==> src/rtl/seq_pkg.sv <==
// rtl/seq_pkg.sv - shared types and constants for the stage sequencer
package seq_pkg;

   typedef enum logic [1:0] {
      SEQ_RUN   = 2'd0,
      SEQ_DRAIN = 2'd1,
      SEQ_DONE  = 2'd2
   } seq_state_t;

   localparam int DEFAULT_FLAG_W = 5;

   // bit positions within the ALU flag vector
   localparam int FLAG_ZERO  = 0;
   localparam int FLAG_EQUAL = 1;
   localparam int FLAG_GT    = 2;
   localparam int FLAG_LT    = 3;
   localparam int FLAG_CARRY = 4;

endpackage

==> src/rtl/sat_counter.sv <==
// rtl/sat_counter.sv - saturating up-counter with synchronous clear
module sat_counter #(
   parameter int W = 16
) (
   input  logic         clk,
   input  logic         clear,
   input  logic         en,
   output logic [W-1:0] count
);

   always_ff @(posedge clk) begin
      if (clear)
         count <= '0;
      else if (en && (count != {W{1'b1}}))
         count <= count + W'(1);
   end

endmodule

==> src/rtl/stage_sequencer.sv <==
// rtl/stage_sequencer.sv - multi-cycle stage sequencer with stall, drain/halt, flag/mode capture and perf counters
module stage_sequencer
   import seq_pkg::*;
#(
   parameter int             NUM_STAGES = 4,
   parameter int             SW         = (NUM_STAGES > 1) ? $clog2(NUM_STAGES) : 1,
   parameter int             D          = 12,
   parameter int             FLAG_W     = DEFAULT_FLAG_W,
   parameter int             FLAG_STAGE = 2,
   parameter logic [D-1:0]   DONE_ADDR  = {D{1'b1}},
   parameter int             CNT_W      = 16
) (
   input  logic                  clk,
   input  logic                  reset,
   input  logic                  stall,
   input  logic                  halt_req,
   input  logic [D-1:0]          prog_ctr,
   input  logic [FLAG_W-1:0]     flags_in,
   input  logic                  flag_we,
   input  logic                  mode_next,
   input  logic                  mode_we,
   output logic [SW-1:0]         stage,
   output logic [NUM_STAGES-1:0] stage_onehot,
   output logic                  last_stage,
   output logic [FLAG_W-1:0]     flags_q,
   output logic                  mode_q,
   output logic                  done,
   output logic [CNT_W-1:0]      cycle_count,
   output logic [CNT_W-1:0]      instr_count
);

   if (NUM_STAGES < 1 || FLAG_STAGE >= NUM_STAGES) begin : g_bad_params
      $error("stage_sequencer: NUM_STAGES must be >= 1 and FLAG_STAGE < NUM_STAGES");
   end

   localparam logic [SW-1:0] LAST_IDX = SW'(NUM_STAGES - 1);
   localparam logic [SW-1:0] FLAG_IDX = SW'(FLAG_STAGE);

   seq_state_t    state, state_next;
   logic [SW-1:0] stage_next;
   logic          halt_pending, halt_pending_next;
   logic          active, retire, drain_req, flag_cap;

   assign active       = (state != SEQ_DONE);
   assign last_stage   = (stage == LAST_IDX);
   assign retire       = last_stage && !stall && active;
   assign flag_cap     = (stage == FLAG_IDX) && !stall && flag_we && active;
   assign stage_onehot = NUM_STAGES'(1) << stage;
   assign done         = (state == SEQ_DONE);

   // the drain condition is sticky once seen; DRAIN itself keeps it asserted
   assign drain_req = halt_req || (prog_ctr == DONE_ADDR) || halt_pending
                      || (state == SEQ_DRAIN);

   always_comb begin
      state_next        = state;
      stage_next        = stage;
      halt_pending_next = halt_pending;
      case (state)
         SEQ_RUN, SEQ_DRAIN: begin
            if (halt_req && stall)
               halt_pending_next = 1'b1;
            if (!stall)
               stage_next = last_stage ? '0 : stage + SW'(1);
            if (drain_req && retire) begin
               state_next = SEQ_DONE;
               stage_next = '0;
            end else if (drain_req) begin
               state_next = SEQ_DRAIN;
            end
         end
         default: begin
            state_next = SEQ_DONE;
            stage_next = '0;
         end
      endcase
   end

   always_ff @(posedge clk) begin
      if (reset) begin
         state        <= SEQ_RUN;
         stage        <= '0;
         halt_pending <= 1'b0;
         flags_q      <= '0;
         mode_q       <= 1'b0;
      end else begin
         state        <= state_next;
         stage        <= stage_next;
         halt_pending <= halt_pending_next;
         if (flag_cap)
            flags_q <= flags_in;
         if (retire && mode_we)
            mode_q <= mode_next;
      end
   end

   sat_counter #(.W(CNT_W)) u_cycle_cnt (
      .clk   (clk),
      .clear (reset),
      .en    (active),
      .count (cycle_count)
   );

   sat_counter #(.W(CNT_W)) u_instr_cnt (
      .clk   (clk),
      .clear (reset),
      .en    (retire),
      .count (instr_count)
   );

endmodule
==> config.mk <==
export PLATFORM = sky130hd
export DESIGN_NAME = stage_sequencer
export DESIGN_NICKNAME = d
export VERILOG_FILES = /design/src/rtl/seq_pkg.sv /design/src/rtl/sat_counter.sv /design/src/rtl/stage_sequencer.sv
export SDC_FILE = /design/constraint.sdc
export NUM_CORES = 1
export LEC_CHECK = 0
export CORE_MARGIN = 1.5
export CORE_UTILIZATION = 49
export CTS_BUF_LIST = sky130_fd_sc_hd__clkbuf_16
export DETAILED_ROUTE_END_ITERATION = 8
export GPL_TIMING_DRIVEN = 0
export PLACE_DENSITY = 0.84
export SLEW_MARGIN = 20
export SYNTH_ARGS = -nofsm -noshare
export SYNTH_HDL_FRONTEND = slang
export SYNTH_SLANG_ARGS = --single-unit
==> constraint.sdc <==
create_clock -name clk -period 3.5 [get_ports clk]
set_input_delay 0.7 -clock clk [delete_from_list [all_inputs] [get_ports clk]]
set_output_delay 0.7 -clock clk [all_outputs]
set_load 0.02 [all_outputs]
* Word level (Yosys, flattened, before mapping)
Cells that the tools add are included.
** Cells by class
- Eq/ne operators :: 9
- $add $sub $neg :: 3
- Muxes and demuxes :: 4
- Bitwise gates (word level) :: 1
- Shift-type cells :: 1
- Reductions and logical operators :: 18
** Operator list (count)
- $add 16x1->16 const B :: 2
- $ne 16x16->1 const B :: 2
- $eq 12x12->1 const B :: 1
- $logic_and 1x1->1 :: 10
- $mux 2 :: 4
- $eq 2x2->1 const B :: 3
- $shl 1x2->4 const A :: 1
- $logic_or 1x1->1 :: 3
- $ne 3x3->1 const B :: 1
- $reduce_or 3->1 :: 1
- $add 2x1->2 const B :: 1
- $eq 2x1->1 const B :: 1
- $logic_not 2->1 :: 1
- $ne 2x2->1 const B :: 1
- $reduce_and 2->1 :: 1
- $reduce_or 2->1 :: 1
- $logic_not 1->1 :: 1
- $not 1->1 :: 1
** Storage, ports and cells
- Output and inout port bits :: 46
- Logic and storage cells :: 44
- Register bits after elaboration :: 43
- Bits of input ports :: 24

* Logic depth before layout (Yosys ltp)
Gate-level depths: netlist of run 1.
- Word-level depth :: 7
- Mapped depth :: 7
- Mapped depth without buffers :: 6

* Modules after synthesis
A second synthesis of run 1 with hierarchy kept.
** Unflattened totals
- Cells, all modules :: 265
- Area, all modules :: 2270.9 sq um
** Modules (own cells, without submodules)
- sat_counter :: cells an instance 99, area an instance 848.3 sq um, seq. area each 320.3 sq um, instances 2
- stage_sequencer :: cells an instance 67, area an instance 574.3 sq um, seq. area each 220.2 sq um, instances 1

* Least setup slack after synthesis of run 1
OpenSTA, ideal clock, no wires.
- Kind :: flip-flop to flip-flop
- Start :: register stage[0]
- End :: register u_instr_cnt.count[15]
- Arrival time :: 1983 ps
- Library setup time :: 121 ps
- Required time :: 3379 ps
- Clock period less this slack :: 2104 ps
- Setup slack :: 1396 ps
- Cell stages (with the launch flop) :: 8
- Path buffers :: 2
- Cells stage by stage :: dfxtp_1 -> ha_1 -> nor2b_1 -> buf_2 -> nand3_1 -> clkbuf_1 -> nor4_1 -> mux2_2
** On the way
- Cells in the longest elaborated chain, start to end :: 4
** Ends and longest elaborated chain
- start, declared :: RTL line stage_sequencer.sv:22 : output logic [SW-1:0] stage,
- start signal, assigned :: RTL line stage_sequencer.sv:88 : stage <= stage_next;
- $eq 2x2->1 :: RTL line stage_sequencer.sv:45 : assign last_stage = (stage == LAST_IDX);
- via last_stage :: RTL line stage_sequencer.sv:24 : output logic last_stage,
- $logic_and 1x1->1 (2 in series) :: RTL line stage_sequencer.sv:46 : assign retire = last_stage && !stall && active;
- $logic_and 1x1->1 :: RTL line sat_counter.sv:14 : else if (en && (count != {W{1'b1}}))
- end signal, assigned :: RTL line sat_counter.sv:15 : count <= count + W'(1);
- end, declared :: RTL line sat_counter.sv:8 : output logic [W-1:0] count
The timed path passes the listed nets, and every way through them passes these cells.
A chain may end at the register's enable or synchronous reset.

* Worst setup path in the final report of run 1
- Start :: register state[1]
- End :: output port done
** On the way
- Cells in the longest elaborated chain, start to end :: 1
** Ends and longest elaborated chain
- start, declared :: RTL line stage_sequencer.sv:39 : seq_state_t state, state_next;
- start signal, assigned :: RTL line stage_sequencer.sv:87 : state <= state_next;
- $eq 2x2->1 :: RTL line stage_sequencer.sv:49 : assign done = (state == SEQ_DONE);
- end, declared :: RTL line stage_sequencer.sv:27 : output logic done,
No other way between the ends.

==> results of run 1 <==
## synthesized netlist by cell type (all sizes together) (7+ instances only)
cell and instances:
nand4 18, o21ai 7, nor3 10, nor2 15, nor4 7, nand2 16
o31ai 13, and3 7, dfxtp 43, mux2i 8, inv 7, or4 13
buf 7, nand3 10, a21oi 23
## worst reg2reg max path, stage by stage, from the launching register on
cell and delay, ns:
dfxtp_1 0.42, ha_1 0.24, nor2b_1 0.13, buf_2 0.19, nand3_1 0.14, clkbuf_1 0.24
nor4_1 0.23, mux2_2 0.36
## flip-flops by register name, summed over array words and instances (netlist names)
signal	flops
u_instr_cnt.count	16
mode_q	1
stage	2
flags_q	5
state	2
u_cycle_cnt.count	16
halt_pending	1
## routing by layer
| metal | global-route usage [%] | share of wire [%] | up-vias |
|---|---|---|---|
| met4 | 5.23 | 0.90 | 0 |
| li1 | - | - | 1112 |
| met2 | 38.6 | 49 | 88 |
| met3 | 6.10 | 7.7 | 6 |
| met5 | 0 | 0 | - |
| met1 | 29.4 | 42 | 1100 |
## cell type report
cell class	count	area [um^2]
buffer	10	52.6
clock buffer	5	125
clock inverter	2	33.8
fill	332	1210
inverter	8	30.0
multi-input combinational	188	1220
sequential	43	861
tap	52	65.1
timing repair buffer	69	691
## power by group through the flow
stage	clock, mW	combinational [mW]	sequential, mW
after floorplan	0	0.0352	0.522
after global placement	0	0.0931	0.516
after detailed placement	0	0.0945	0.516
after CTS	0.516	0.0951	0.506
after global routing	0.532	0.102	0.507
final	0.508	0.0943	0.506
## final timing paths
kind	startpoint	to	slack [ns]	depth (start not counted)
setup / recovery	state[1]	done	0.94	4
hold / removal	flags_q[4]	flags_q[4]	0.49	2
setup reg to reg	stage[0]	u_instr_cnt.count[13]	1.44	7
hold reg to reg	flags_q[4]	flags_q[4]	0.49	2
## cell families after synthesis
kind of cell,Yosys count,share of synthesized area [%]
mux,13,6.29
simple gates,112,30.2
compound gates,57,16.6
buf+inv,18,3.81
fa+ha+maj,6,3.46
flops,43,39.7
==> results.md, run 1 <==
* Syn Area/Cell at 8.71 um^2
* Final setup fails at 0
* Critical path required time at 2.80 ns
* Crit path arrival time at 1.86 ns
* H-tree level count at 2
* DR DRC count at 0
* Sink Count at 43
* Kind of critical path: reg2out
* Tcrit/Tclk final at 73.2%
* Post-CTS Setup Inserts at 0
* Synth top area cells: dfxtp_1 40%, a21oi_1 5.3%, nand4_1 4.6%
* Worst hold path class: reg2reg
* Congestion Overflow GR at 0
* Async set-reset flop share out of synthesis at 0%
* Pre-CTS setup slack at 0.841 ns
* Resized cells post-CTS at 0
* Pint at 879 uW
* Synth Net Count at 279
* Initial core utilization at 50.5%
* First-pass GRT wire length at 9180 um
* # rows at 24
* Die Ht at 69.5 um
* Commonest non-fill, non-tap cell in the layout: clkdlybuf4s50_1
* CP bufs+invs at 3
* Yosys top cell area share at 39.7%
* TritonCTS clock tree: yes
* Clock Skew at 0.00439 ns
* Synth Cell Area at 2170 um^2
* Routability Congestion at 0.768
* Pins over their slew limit at 0
* Area after DPL at 2920 um^2
* Hpwl dp at 3850 um
* Post-synth EDFFs at 0
* Fin area at 3080 um^2
* Max Root-Sink Buffers at 2
* Setup TNS at 0 ns
* Slew HR at 57.1%
* Pwr Total at 1.11 mW
* Crit path max fanout at 10
* Max-Cap Viols at 0
* RSZ-0062 raised after global routing: no
* Crit end category: output pin
* Switching share of power at 20.7%
* Total GRT Usage at 22.9%
* Status: completed
* Setup WS post-layout at 0.938 ns
* Dpl cells at 370
* Yosys top cell by area: dfxtp_1
* Die Width at 69.5 um
* Final hold viol count at 0
* NetSw at 230 uW
* Pwr Density at 360 nW/um^2
* Clock Power Share at 45.8%
* Post-Layout Cell Count at 377
* Largest net degree at the start of global routing at 13
* Synthesized netlist cell count at 249
* Sequential element share of the synthesized area at 39.7%
* Routed len/inst at 14.2 um
* Startpoint types: register
* Initial antenna violation count at 0
* Via density at 6.12
* Final #Nets at 355
* Final critical-path required period at 2.56 ns
* Slowest cell on crit path: clkdlybuf4s50_1
* Slowest stage delay, CP at 0.65 ns
* Most frequent cells in the layout: 69 x clkdlybuf4s50_1, 43 x dfxtp_1, 23 x a21oi_1, 16 x nand2_1, 16 x nand4_1
* Seq cells post-synth at 43
* Top delay family on crit path: buffers and inverters
* Fmax at 390 MHz
* Port Buf Inserts at 69
* Logic pwr share at 8.5%
* Die footprint at 4830 um^2
* Total CTS buffers at 5
* Post-Route WL at 5340 um
* Area growth from synthesis to layout at 42.2%
* Number of I/O pins at 70
* DRT Pass-1 Iters at 4
* Drt initial violations at 111
* Antenna Violating Nets Remaining at 0
* Core Region at 4290 um^2
* Clk_lat worst skew at 0.28 ns
* Netlist cell types at 41
* Core Util, Final at 71.8%
* Peak VDD IR at 279 uV
* Antenna Cells at 0
* Via count at 2306
* Slew of the pin with the lowest slew margin at 0.639 ns
* Ys Warns at 0
* Hold slack at 0.492 ns
* LEAKAGE at 1.04 nW
* Worst-path clk slew at 0.06 ns
* Top_reg_cell synth: dfxtp_1
* Vias in the first global route at 2096
* Seq pwr share at 45.7%
* Layout cells sized above 1 at 6.46%
* CP cell instances: nand2b_1 > buf_2 > inv_1 > clkdlybuf4s50_1
* Quantity of hold-fixing buffers added after cts at 0
* CTS Root Cell: clkbuf_16
Power figures use the tool's default switching activity.
==> inputs of run 2 (changes only) <==
--- a/config.mk
+++ b/config.mk
@@ -6,11 +6,11 @@
 export NUM_CORES = 1
 export LEC_CHECK = 0
 export CORE_MARGIN = 1.5
-export CORE_UTILIZATION = 49
+export CORE_UTILIZATION = 46
 export CTS_BUF_LIST = sky130_fd_sc_hd__clkbuf_16
 export DETAILED_ROUTE_END_ITERATION = 8
 export GPL_TIMING_DRIVEN = 0
-export PLACE_DENSITY = 0.84
+export PLACE_DENSITY = 0.8
 export SLEW_MARGIN = 20
 export SYNTH_ARGS = -nofsm -noshare
 export SYNTH_HDL_FRONTEND = slang
==> constraint.sdc (replaced) <==
create_clock -name clk -period 2.4 [get_ports clk]
set_input_delay 0.48 -clock clk [delete_from_list [all_inputs] [get_ports clk]]
set_output_delay 0.48 -clock clk [all_outputs]
set_load 0.02 [all_outputs]
==> run 2 against run 1 <==
The flow now finishes with violations (design-rule violations). Sequential share of layout area fell by 0.12 points. Routed wire length increased by 11%. Final cell count increased by 0.27%. Sequential power is 46% higher. Non-clock buffer count unchanged. Register-to-register slack got worse by 1.2 ns. Design area up 0.45%. Setup slack worse by 0.70 ns. Total power increased by 49%.
==> results.md, run 2 (synthesis gave the netlist of run 1 again) <==
* Status: finished with violations (was completed)
* Failing checks: design-rule violations
* Initial core utilization at 48.8% (was 50.5%)
* Final setup fails at 0 (unchanged)
* Pwr Total at 1.65 mW (was 1.11 mW)
* Worst-path clk slew at 0.06 ns (about the same)
* Via count at 2289 (was 2306)
* Most Crowded Layer GR: met2 (unchanged)
* Grt met2 use at 41.4% (was 38.6%)
* Final #Nets at 355 (unchanged)
* Hpwl dp at 4050 um (was 3850 um)
* Global routing usage on met3 at 4.78% (was 6.10%)
* Antenna Violating Nets Remaining at 0 (unchanged)
* Routability Congestion at 0.779 (was 0.768)
* Clk_lat worst skew at 0.29 ns (was 0.28 ns)
* First-pass GRT wire length at 9780 um (was 9180 um)
* Core Region at 4440 um^2 (was 4290 um^2)
* Most frequent cells in the layout: 68 x clkdlybuf4s50_1, 43 x dfxtp_1, 23 x a21oi_1, 16 x nand2_1, 16 x nand4_1 (was 69 x clkdlybuf4s50_1, 43 x dfxtp_1, 23 x a21oi_1, 16 x nand2_1, 16 x nand4_1)
* DR DRC count at 3 (was 0)
* Crit path arrival time at 2.34 ns (was 1.86 ns)
* Largest net degree at the start of global routing at 14 (was 13)
* Post-CTS Setup Inserts at 0 (unchanged)
* Crit path max fanout at 10 (unchanged)
* Total GRT Usage at 23.8% (was 22.9%)
* Max Root-Sink Buffers at 2 (unchanged)
* Commonest non-fill, non-tap cell in the layout: clkdlybuf4s50_1 (unchanged)
* Antenna Cells at 0 (unchanged)
* Clock Skew at 0.00336 ns (was 0.00439 ns)
* Die Width at 71.7 um (was 69.5 um)
* Tcrit/Tclk final at 90.1%
* Congestion Overflow GR at 0 (unchanged)
* Largest registers: u_cycle_cnt.count (16), u_instr_cnt.count (16), flags_q (5) (unchanged)
* Grt met1 use at 29.3% (was 29.4%)
* Number of I/O pins at 70 (unchanged)
* CTS Root Cell: clkbuf_16 (unchanged)
* Routed len/inst at 15.6 um (was 14.2 um)
* Slew of the pin with the lowest slew margin at 0.665 ns (was 0.639 ns)
* Pins over their slew limit at 0 (unchanged)
* Crit end category: register (was output pin)
* Port Buf Inserts at 69 (unchanged)
* H-tree level count at 2 (unchanged)
* Final critical-path required period at 2.16 ns
* Resized cells post-CTS at 0 (unchanged)
* TritonCTS clock tree: yes (unchanged)
* Sink Count at 43 (unchanged)
* RSZ-0062 raised after global routing: no (unchanged)
* Drt initial violations at 158 (was 111)
* Worst hold path class: reg2reg (unchanged)
* Quantity of hold-fixing buffers added after cts at 0 (unchanged)
* Initial antenna violation count at 0 (unchanged)
* Kind of critical path: in2reg (was reg2out)
* Vias in the first global route at 2166 (was 2096)
* Core Util, Final at 69.7% (was 71.8%)
* Pwr Density at 532 nW/um^2 (was 360 nW/um^2)
* Die Ht at 71.7 um (was 69.5 um)
* Via density at 6.06 (was 6.12)
* Fillers at 363 (was 332)
* Total CTS buffers at 5 (unchanged)
* Post-Route WL at 5910 um (was 5340 um)
* # rows at 24 (unchanged)
* Peak VDD IR at 455 uV (was 279 uV)
* Critical path required time at 2.58 ns (was 2.80 ns)
* Area growth from synthesis to layout at 42.8% (was 42.2%)
* Fmax at 463 MHz
* Startpoint types: input pin (was register)
* Slew HR at 55.3% (was 57.1%)
* DRT Pass-1 Iters at 9 (was 4)
* LEAKAGE at 1.06 nW (was 1.04 nW)
* Final hold viol count at 0 (unchanged)
* Die footprint at 5130 um^2 (was 4830 um^2)
* Layout cells sized above 1 at 7.06% (was 6.46%)
* Max-Cap Viols at 0 (unchanged)
-- run 2: cell types whose count changed in the layout (fill, tap and decap cells not counted), sizes merged --
cell,change
clkinv,+2
clkdlybuf4s50,-1
inv,-1
dlymetal6s2s,+1
-- run 2: worst paths after layout --
kind / start / end / slack (ns) / depth (start not counted)
worst max-delay path: stall / u_instr_cnt.count[13] / 0.24 / 7
worst min-delay path: u_instr_cnt.count[1] / u_instr_cnt.count[1] / 0.50 / 2
worst max register to register: stage[0] / u_instr_cnt.count[13] / 0.27 / 7
worst min register to register: u_instr_cnt.count[1] / u_instr_cnt.count[1] / 0.50 / 2
-- run 2: final cells by class --
class | instances | area (um^2) | area share [%]
Buffer | 10 | 52.6 | 1.70
Clock buffer | 5 | 125 | 4.04
Clock inverter | 3 | 38.8 | 1.25
Inverter | 8 | 30.0 | 0.970
Multi-Input combinational cell | 188 | 1230 | 39.8
Sequential cell | 43 | 861 | 27.8
Tap cell | 52 | 65.1 | 2.10
Timing Repair Buffer | 69 | 693 | 22.4
-- run 2: critical path: stages --
cell and delay [ns]:
clkdlybuf4s50_1 0.52, nor2b_1 0.14, buf_2 0.20, nand3_1 0.15
clkbuf_1 0.26, nor4_1 0.24, mux2_2 0.36
-- run 2: power by group --
group	switching, mW	internal [mW]	leakage, nW	total, mW
Combinational	0.0630	0.0755	0.634	0.139
Clock	0.284	0.486	0.0812	0.770
Sequential	0.0133	0.725	0.348	0.738
Total	0.361	1.29	1.06	1.65
-- run 2: metal layers --
layer,vias to the layer above,routed length [um],share of wire [%]
met3,10,355,6.0
li1,1112,-,-
met5,-,0,0
met1,1087,2550,43
met4,0,106,1.8
met2,80,2900,49
-- run 2: metrics by stage --
step | TNS (ns) | cells | instance area, um^2 | hold slack (ns) | setup slack (ns)
2_1_floorplan | 0 | 249 | 2170 | 0.438 | 0.296
3_3_place_gp | -0.0354 | 370 | 2920 | 0.452 | -0.0202
3_5_place_dp | -0.101 | 370 | 2920 | 0.470 | -0.0574
4_1_cts | 0 | 378 | 3090 | 0.499 | 0.0552
5_1_grt | 0 | 378 | 3100 | 0.524 | 0.0535
6_report | 0 | 378 | 3100 | 0.497 | 0.238
==> inputs of run 3 (changes only) <==
--- a/config.mk
+++ b/config.mk
@@ -10,7 +10,7 @@
 export CTS_BUF_LIST = sky130_fd_sc_hd__clkbuf_16
 export DETAILED_ROUTE_END_ITERATION = 8
 export GPL_TIMING_DRIVEN = 0
-export PLACE_DENSITY = 0.8
+export PLACE_DENSITY = 0.86
 export SLEW_MARGIN = 20
 export SYNTH_ARGS = -nofsm -noshare
 export SYNTH_HDL_FRONTEND = slang
==> run 3 against run 2 <==
The run still ends with design-rule violations left. Global-route usage down 0.078 points. Via count down 2.9%. Sequential share of layout area up 0.31 points. Non-clock buffer count unchanged. Clock power down 17%. Setup slack worse by 0.035 ns. Register-to-register slack about the same. Sequential power about the same. Final cell count unchanged. Flip-flop and latch count unchanged. Highest routed layer unchanged.
==> results.md, run 3 (synthesis gave the netlist of run 1 again) <==
* Status: finished with violations (unchanged)
* Failing checks: design-rule violations (unchanged)
* Antenna Cells at 0 (unchanged)
* H-tree level count at 2 (unchanged)
* NetSw at 344 uW (was 361 uW)
* CP bufs+invs at 3 (unchanged)
* Critical path depth in cells at 7 (unchanged)
* Vias in the first global route at 2117 (was 2166)
* DRT Pass-1 Iters at 6 (was 9)
* DR DRC count at 4 (was 3)
* Pins over their slew limit at 0 (unchanged)
* RSZ-0062 raised after global routing: no (unchanged)
* Peak VDD IR at 281 uV (was 455 uV)
* Critical path required time at 2.57 ns (was 2.58 ns)
* Final #Nets at 355 (unchanged)
* Max-Cap Viols at 0 (unchanged)
* Layout cells sized above 1 at 6.13% (was 7.06%)
* Final critical-path required period at 2.20 ns (was 2.16 ns)
* Crit path arrival time at 2.37 ns (was 2.34 ns)
* Worst hold path class: reg2reg (unchanged)
* Kind of critical path: in2reg (unchanged)
* Area growth from synthesis to layout at 41.3% (was 42.8%)
* Commonest non-fill, non-tap cell in the layout: clkdlybuf4s50_1 (unchanged)
* Clk_lat worst skew at 0.28 ns (was 0.29 ns)
* Total CTS buffers at 5 (unchanged)
* Initial antenna violation count at 0 (unchanged)
* Pint at 1.18 mW (was 1.29 mW)
* Top delay family on crit path: buffers and inverters (unchanged)
* Crit end category: register (unchanged)
* Switching share of power at 22.6% (was 21.9%)
* R2R cell count at 7 (unchanged)
* Largest registers: u_cycle_cnt.count (16), u_instr_cnt.count (16), flags_q (5) (unchanged)
* Quantity of hold-fixing buffers added after cts at 0 (unchanged)
* # rows at 24 (unchanged)
* Setup TNS at 0 ns (unchanged)
* Total GRT Usage at 23.7% (was 23.8%)
* Fmax at 455 MHz (was 463 MHz)
* Post-Route WL at 5670 um (was 5910 um)
* Area after DPL at 2920 um^2 (unchanged)
* Slowest stage delay, CP at 0.54 ns (was 0.52 ns)
* Setup WS post-layout at 0.203 ns (was 0.238 ns)
* Core Region at 4440 um^2 (unchanged)
* Post-CTS Setup Inserts at 0 (unchanged)
* CP cell instances: clkdlybuf4s50_1 > nor2b_1 > buf_2 > nand3_1 > clkbuf_1 > nor4_1 > mux2_2 (unchanged)
* Die Width at 71.7 um (unchanged)
* Slew HR at 56.8% (was 55.3%)
* Most frequent cells in the layout: 68 x clkdlybuf4s50_1, 43 x dfxtp_1, 23 x a21oi_1, 16 x nand2_1, 16 x nand4_1 (unchanged)
* Die Ht at 71.7 um (unchanged)
* Final setup fails at 0 (unchanged)
* Startpoint types: input pin (unchanged)
* Fin area at 3060 um^2 (was 3100 um^2)
* Min-Delay Path Depth at 1 (was 2)
* LEAKAGE at 1.05 nW (was 1.06 nW)
* TritonCTS clock tree: yes (unchanged)
* Pre-CTS setup slack at -0.0695 ns (was -0.0574 ns)
* Slew of the pin with the lowest slew margin at 0.643 ns (was 0.665 ns)
* Max Root-Sink Buffers at 2 (unchanged)
* Congestion Overflow GR at 0 (unchanged)
* Die footprint at 5130 um^2 (unchanged)
* First-pass GRT wire length at 9830 um (was 9780 um)
* Logic pwr share at 9.2% (was 8.4%)
* Initial core utilization at 48.8% (unchanged)
* Clock Skew at 0.00208 ns (was 0.00336 ns)
* Crit path max fanout at 10 (unchanged)
* Worst-path clk slew at 0.06 ns (about the same)
* Drt initial violations at 134 (was 158)
* Routed len/inst at 15.0 um (was 15.6 um)
* Pwr Density at 496 nW/um^2 (was 532 nW/um^2)
* Via count at 2223 (was 2289)
* Antenna Violating Nets Remaining at 0 (unchanged)
* Seq pwr share at 48.6% (was 44.8%)
* Port Buf Inserts at 69 (unchanged)
* Sink Count at 43 (unchanged)
* Via density at 5.88 (was 6.06)
* Hpwl dp at 4010 um (was 4050 um)
* Clock Power Share at 42.2% (was 46.7%)
* Largest net degree at the start of global routing at 13 (was 14)
* CTS Root Cell: clkbuf_16 (unchanged)
* Routability Congestion at 0.774 (was 0.779)
* Number of I/O pins at 70 (unchanged)
* Final hold viol count at 0 (unchanged)
* Tcrit/Tclk final at 91.5% (was 90.1%)
* Slowest cell on crit path: clkdlybuf4s50_1 (unchanged)
[run 3: cell count changes in the layout (fill, tap and decap cells not counted)]
| cell | change |
|---|---|
| clkinv_2 | -1 |
| nor4_2 | -1 |
| clkinv_1 | +1 |
| inv_1 | +1 |
| nor4_1 | +1 |
| bufinv_16 | -1 |
[run 3: worst register-to-register path, stage by stage (launching register included)]
cell      delay (ns)
dfxtp_1         0.42
ha_1            0.25
nor2b_1         0.17
buf_2           0.20
nand3_1         0.12
clkbuf_1        0.23
nor4_1          0.25
mux2_2          0.37
[run 3: path summary, 6_finish.rpt]
check,start,end,slack (ns)
max,stall,u_instr_cnt.count[15],0.20
min,state[1],stage[0],0.49
max reg2reg,stage[0],u_instr_cnt.count[15],0.28
min reg2reg,state[1],stage[0],0.49
[run 3: metal layers]
| metal | track usage (%) | wire length, um | vias to the layer above |
|---|---|---|---|
| met3 | 5.63 | 392 | 6 |
| met4 | 7.13 | 68 | 0 |
| met2 | 41.8 | 2820 | 74 |
| met1 | 28.5 | 2390 | 1039 |
| met5 | 0 | 0 | - |
| li1 | - | - | 1104 |
[run 3: repair_timing]
item / CTS / global route
gates resized for setup: 0 / 1
endpoints found under the hold margin: 0 / 0
endpoints found under the setup margin: 0 / 1
[run 3: area by class of cell]
| class | instances | area [um^2] |
|---|---|---|
| Buffer | 10 | 52.6 |
| Fill cell | 352 | 1380 |
| Inverter | 8 | 30.0 |
| Timing Repair Buffer | 69 | 693 |
| Clock inverter | 3 | 11.3 |
| Multi-Input combinational cell | 188 | 1220 |
| Sequential cell | 43 | 861 |
| Clock buffer | 5 | 125 |
| Tap cell | 52 | 65.1 |
[run 3: metrics by stage]
step | hold slack [ns] | util (%) | power, mW | instances
6_report | 0.492 | 68.9 | 1.52 | 378
5_1_grt | 0.528 | 68.9 | 1.56 | 378
4_1_cts | 0.494 | 68.9 | 1.53 | 378
3_5_place_dp | 0.470 | 65.8 | 0.892 | 370
3_3_place_gp | 0.453 | 65.8 | 0.889 | 370
2_1_floorplan | 0.438 | - | 0.812 | 249
[run 3: power by group through the flow]
stage	registers (mW)	logic, mW	clock network (mW)
after floorplan	0.761	0.0514	0
after global placement	0.753	0.136	0
after detailed placement	0.753	0.139	0
after CTS	0.738	0.141	0.650
after global routing	0.740	0.151	0.672
final	0.739	0.140	0.641
==> RTL edit 1: new RTL, flow settings as in run 1 <==
Add an input register stage for `mode_next` and `mode_we`, without a reset; this delays them by one clock. The other inputs are not delayed to match.
--- a/src/rtl/stage_sequencer.sv
+++ b/src/rtl/stage_sequencer.sv
@@ -28,6 +28,14 @@
    output logic [CNT_W-1:0]      cycle_count,
    output logic [CNT_W-1:0]      instr_count
 );
+
+   logic mode_next_q;
+   logic mode_we_q;
+
+   always_ff @(posedge clk) begin
+      mode_next_q <= mode_next;
+      mode_we_q   <= mode_we;
+   end
 
    if (NUM_STAGES < 1 || FLAG_STAGE >= NUM_STAGES) begin : g_bad_params
       $error("stage_sequencer: NUM_STAGES must be >= 1 and FLAG_STAGE < NUM_STAGES");
@@ -89,8 +97,8 @@
          halt_pending <= halt_pending_next;
          if (flag_cap)
             flags_q <= flags_in;
-         if (retire && mode_we)
-            mode_q <= mode_next;
+         if (retire && mode_we_q)
+            mode_q <= mode_next_q;
       end
    end
 
Function: changed (Yosys sat finds a counterexample within 10 cycles, from zero or initial values and one cycle with reset high).
==> RTL edit 1 against run 1 <==
Routed wire length grew 3.0%; synthesized area grew 2.3%; power shrank 3.3%; final area grew 0.57%; sequential cell count grew 2; setup slack gained 0.14 ns; non-clock buffer count shrank 1; largest power group is now sequential cells.
==> RTL edit 1: results (changes against run 1) <==
[outcome]
status = completed  ; unchanged

[route]
met1Wirelength_mm = 2.407  ; was 2.262 mm
num_vias = 2285  ; was 2306
wl_met3_um = 267  ; was 409 um
wl_met2_mm = 2.752  ; was 2.617 mm
initialDrtViolationCount = 120  ; was 111
routed_wl_mm = 5.496  ; was 5.337 mm

[yosys]
synth_fp_nets = 288  ; was 279
synthXorXnorAreaFrac_pct = 0  ; unchanged
synth-seq-area-share_pct = 40.63  ; was 39.70%
synthFlopType = dfxtp_1  ; unchanged
synth_common_cells = 45 x dfxtp_1, 24 x a21oi_1, 17 x nand2_1  ; was 43 x dfxtp_1, 23 x a21oi_1, 16 x nand2_1, 16 x nand4_1, 15 x nor2_1
synth-async-reset-ratio_pct = 0  ; unchanged
synth_compound_area_share_pct = 16.65  ; was 16.56%
synth_area_leaders = dfxtp_1 41%, a21oi_1 5.4%, o31ai_1 4.7%, mux2i_1 4.1%, or4_1 4.1%  ; was dfxtp_1 40%, a21oi_1 5.3%, nand4_1 4.6%, o31ai_1 4.5%, or4_1 4.5%
yosys-mux-area-fraction_pct = 5.587  ; was 6.290%
postSynthAreaPerCell_um2 = 8.594  ; was 8.708 um^2
synth_fa_ha_area_share_pct = 3.386  ; was 3.462%

[clocking]
cts_buffer_depth = 2  ; unchanged
cts_root_buf = clkbuf_16  ; unchanged
cts_buffers = 5  ; unchanged
post_cts_buffers = 0  ; unchanged

[power]
power.leakage_nw = 0.9986  ; was 1.044 nW
switching_share_pct = 22.51  ; was 20.71%
ir_drop_uv = 203.4  ; was 278.8 uV

[place]
hpwlAfterDp_mm = 3.890  ; was 3.848 mm
place_area_um2 = 2963  ; was 2924 um^2
port_buffers = 68  ; was 69
place.gp.congestion = 0.8104  ; was 0.7681
dp_worst_setup_slack_ns = 1.045  ; was 0.8410 ns
placedCellCount = 378  ; was 370

[final_layout]
reg_top3 = u_cycle_cnt.count: 16 flops, u_instr_cnt.count: 16 flops, flags_q: 5 flops  ; unchanged
final_net_count = 363  ; was 355
final_cells = 386  ; was 377
drive_above_1_share_pct = 4.491  ; was 6.462%

[global_routing]
met1_usage_pct = 28.43  ; was 29.38%
grtUsageMet2_pct = 39.20  ; was 38.57%
first_global_vias = 2088  ; was 2096
met3_usage_pct = 4.906  ; was 6.105%
grt_max_degree = 14  ; was 13
grtUsageTotal_pct = 22.84  ; was 22.90%
grt_pass1_wl_mm = 9.225  ; was 9.183 mm

[timing]
skew_ns = 0.004793  ; was 0.004387 ns
relSlewSlack_pct = 48.17  ; was 57.06%

[worst_setup_path]
cp_slowest_stage_delay_ns = 0.59  ; was 0.65 ns
worstPathArrival_ns = 1.72  ; was 1.86 ns
critical_path.max_fanout = 6  ; was 10
reg2reg_depth = 6  ; was 7

==> RTL edit 1: cell count changes after synthesis, moves of 3 or more <==
cell     change
nand4_1      -4
nor3_1       +4
inv_1        +6
and3_1       -5
and4_1       +3
mux2_2       -5
mux2_1       +3
==> RTL edit 1: tightest hold or removal path: cells and delay by family, from the launching register on <==
| family | cells | cell delay (ns) |
|---|---|---|
| simple gates | 1 | 0.07 |
| mux | 1 | 0.06 |
| flops | 1 | 0.30 |
==> RTL edit 1: power groups by stage <==
stage | logic, W | registers [W] | clock network [W]
2_1_floorplan | 0.0000372 | 0.000547 | 0
3_3_place_gp | 0.0000931 | 0.000542 | 0
3_5_place_dp | 0.0000948 | 0.000542 | 0
4_1_cts | 0.0000961 | 0.000531 | 0.000452
5_1_grt | 0.000103 | 0.000533 | 0.000474
6_report | 0.0000955 | 0.000531 | 0.000445
==> RTL edit 1: layout make-up <==
| class | instances | area [um^2] |
|---|---|---|
| buffer | 10 | 55.05 |
| clock buffer | 5 | 125.1 |
| clock inverter | 3 | 12.51 |
| fill | 351 | 1254 |
| inverter | 14 | 55.05 |
| multi-input combinational | 189 | 1206 |
| sequential | 45 | 900.9 |
| tap | 52 | 65.06 |
| timing repair buffer | 68 | 680.7 |
==> RTL edit 1: final timing paths <==
| kind | startpoint | endpoint | slack [ns] |
|---|---|---|---|
| worst max-delay path | stage[0]$_SDFFE_PP0N_ | stage_onehot[3] | 1.08 |
| worst min-delay path | mode_next_q$_DFF_P_ | mode_q$_SDFFE_PP0P_ | 0.47 |
| worst max register to register | stage[0]$_SDFFE_PP0N_ | u_instr_cnt.count[15]$_SDFFE_PP0P_ | 1.28 |
| worst min register to register | mode_next_q$_DFF_P_ | mode_q$_SDFFE_PP0P_ | 0.47 |
==> RTL edit 2: new RTL, settings of run 1 <==
Made on the original files. The parameter `D` goes from 12 to 13.
--- a/src/rtl/stage_sequencer.sv
+++ b/src/rtl/stage_sequencer.sv
@@ -4,7 +4,7 @@
 #(
    parameter int             NUM_STAGES = 4,
    parameter int             SW         = (NUM_STAGES > 1) ? $clog2(NUM_STAGES) : 1,
-   parameter int             D          = 12,
+   parameter int             D          = 13,
    parameter int             FLAG_W     = DEFAULT_FLAG_W,
    parameter int             FLAG_STAGE = 2,
    parameter logic [D-1:0]   DONE_ADDR  = {D{1'b1}},
Ports: changed (resized prog_ctr); port bits go from 70 to 71. No check against the original RTL was run, so the function may have changed too.
==> RTL edit 2 against run 1 <==
Setup slack better by 0.21 ns; power fell by 5.4%; synthesized area grew 7.4%; routed wire length increased by 5.2%; hold slack better by 0.0010 ns; final area increased by 4.6%; sequential cell count unchanged; cell count grew 2.7%; via count is 0.61% lower; clock skew decreased by 0.00075 ns; largest cell class unchanged.
==> RTL edit 2: results (changes against run 1) <==
[route]
top_layer_used = met4  ; unchanged
vias_per_cell = 5.922  ; was 6.117
initialDrtViolationCount = 139  ; was 111
wl_met3_um = 373  ; was 409 um
met1Wirelength_mm = 2.414  ; was 2.262 mm
wl_per_cell_um = 14.50  ; was 14.16 um
wl_met2_mm = 2.732  ; was 2.617 mm

[place]
place.gp.congestion = 0.8671  ; was 0.7681
port_buffers = 69  ; unchanged
place_area_um2 = 3084  ; was 2924 um^2
hpwlAfterDp_mm = 4.052  ; was 3.848 mm
dp_worst_setup_slack_ns = 0.9192  ; was 0.8410 ns

[yosys]
synthXorXnorAreaFrac_pct = 0.3761  ; was 0%
synth-seq-area-share_pct = 36.97  ; was 39.70%
yosysUniqueCellTypes = 48  ; was 41
synth_area_leaders = dfxtp_1 37%, nand3_1 4.1%, mux2i_1 3.9%, mux2_2 3.9%, a21oi_1 3.7%  ; was dfxtp_1 40%, a21oi_1 5.3%, nand4_1 4.6%, o31ai_1 4.5%, or4_1 4.5%
synth_fp_nets = 289  ; was 279
synth_compound_area_share_pct = 13.70  ; was 16.56%
yosys-mux-area-fraction_pct = 7.738  ; was 6.290%
synth_common_cells = 43 x dfxtp_1, 19 x nand3_1, 18 x nor2_1  ; was 43 x dfxtp_1, 23 x a21oi_1, 16 x nand2_1, 16 x nand4_1, 15 x nor2_1
yosysWarnings = 0  ; unchanged
synth_fa_ha_area_share_pct = 3.224  ; was 3.462%

[power]
p_comb_share_pct = 9.5  ; was 8.5%
ir_drop_uv = 240.2  ; was 278.8 uV
pwr-share-seq_pct = 48.3  ; was 45.7%
p_switching_w = 0.0002369  ; was 0.0002295 W
power.leakage_nw = 1.171  ; was 1.044 nW

[global_routing]
grt_max_degree = 14  ; was 13
met1_usage_pct = 28.26  ; was 29.38%
first_global_vias = 2164  ; was 2096
gr-total-overflow = 0  ; unchanged
grtUsageTotal_pct = 22.52  ; was 22.90%
antenna_found_initial = 0  ; unchanged
grt_pass1_wl_mm = 9.432  ; was 9.183 mm
met3_usage_pct = 5.139  ; was 6.105%
grtUsageMet2_pct = 38.17  ; was 38.57%

[timing]
worst_pin_slew_ns = 0.5241  ; was 0.6388 ns
skew_ns = 0.003638  ; was 0.004387 ns

[final_layout]
final_net_count = 365  ; was 355
reg_top3 = u_cycle_cnt.count: 16 flops, u_instr_cnt.count: 16 flops, flags_q: 5 flops  ; unchanged
drive_above_1_share_pct = 11.64  ; was 6.462%

[worst_setup_path]
critical_path.max_fanout = 8  ; was 10
worstPathArrival_ns = 1.65  ; was 1.86 ns

[clocking]
cts_hold_buf = 0  ; unchanged
cts-resized-gates = 0  ; unchanged
post_cts_buffers = 0  ; unchanged
cts_buffers = 5  ; unchanged
clk_latency_ns = 0.28  ; about the same
path_clk_slew_ns = 0.06  ; about the same

[outcome]
status = completed  ; unchanged

## RTL edit 2: cell count changes after synthesis, sizes merged, moves of 4 or more
cell / run 1 / this run
nand3: 10 / 19
o31ai: 13 / 7
or4: 13 / 9
nand4: 18 / 10
nor2b: 6 / 10
a21oi: 23 / 17
## RTL edit 2: layout make-up
| type | count | area (um^2) |
|---|---|---|
| Inverter | 10 | 37.54 |
| Tap cell | 52 | 65.06 |
| Buffer | 11 | 71.32 |
| Fill cell | 364 | 1250 |
| Clock buffer | 5 | 125.1 |
| Sequential cell | 43 | 860.8 |
| Clock inverter | 3 | 15.01 |
| Multi-Input combinational cell | 194 | 1359 |
| Timing Repair Buffer | 69 | 690.7 |
## RTL edit 2: worst max-delay path: stages, from the launching register on
cell	delay, ns
dfxtp_1	0.40
nand2b_1	0.09
buf_6	0.15
inv_2	0.11
clkdlybuf4s50_1	0.62
## RTL edit 2: through the flow
step / total power, W / instances / utilization [%]
final: 0.001048 / 387 / 72.06
after global routing: 0.001086 / 387 / 72.06
after CTS: 0.001057 / 387 / 72.06
after detailed placement: 0.0006171 / 379 / 68.93
after global placement: 0.0006149 / 379 / 68.93
after floorplan: 0.0005625 / 258 / -
## RTL edit 2: worst paths after layout
kind / from / endpoint / slack (ns) / cells past startpoint
hold / removal: flags_q[4]$_SDFFE_PP0P_ / flags_q[4]$_SDFFE_PP0P_ / 0.49 / 2
hold reg to reg: flags_q[4]$_SDFFE_PP0P_ / flags_q[4]$_SDFFE_PP0P_ / 0.49 / 2
setup reg to reg: stage[0]$_SDFFE_PP0N_ / u_instr_cnt.count[11]$_SDFFE_PP0P_ / 1.53 / 6
setup / recovery: state[1]$_SDFFE_PP0P_ / done / 1.15 / 4
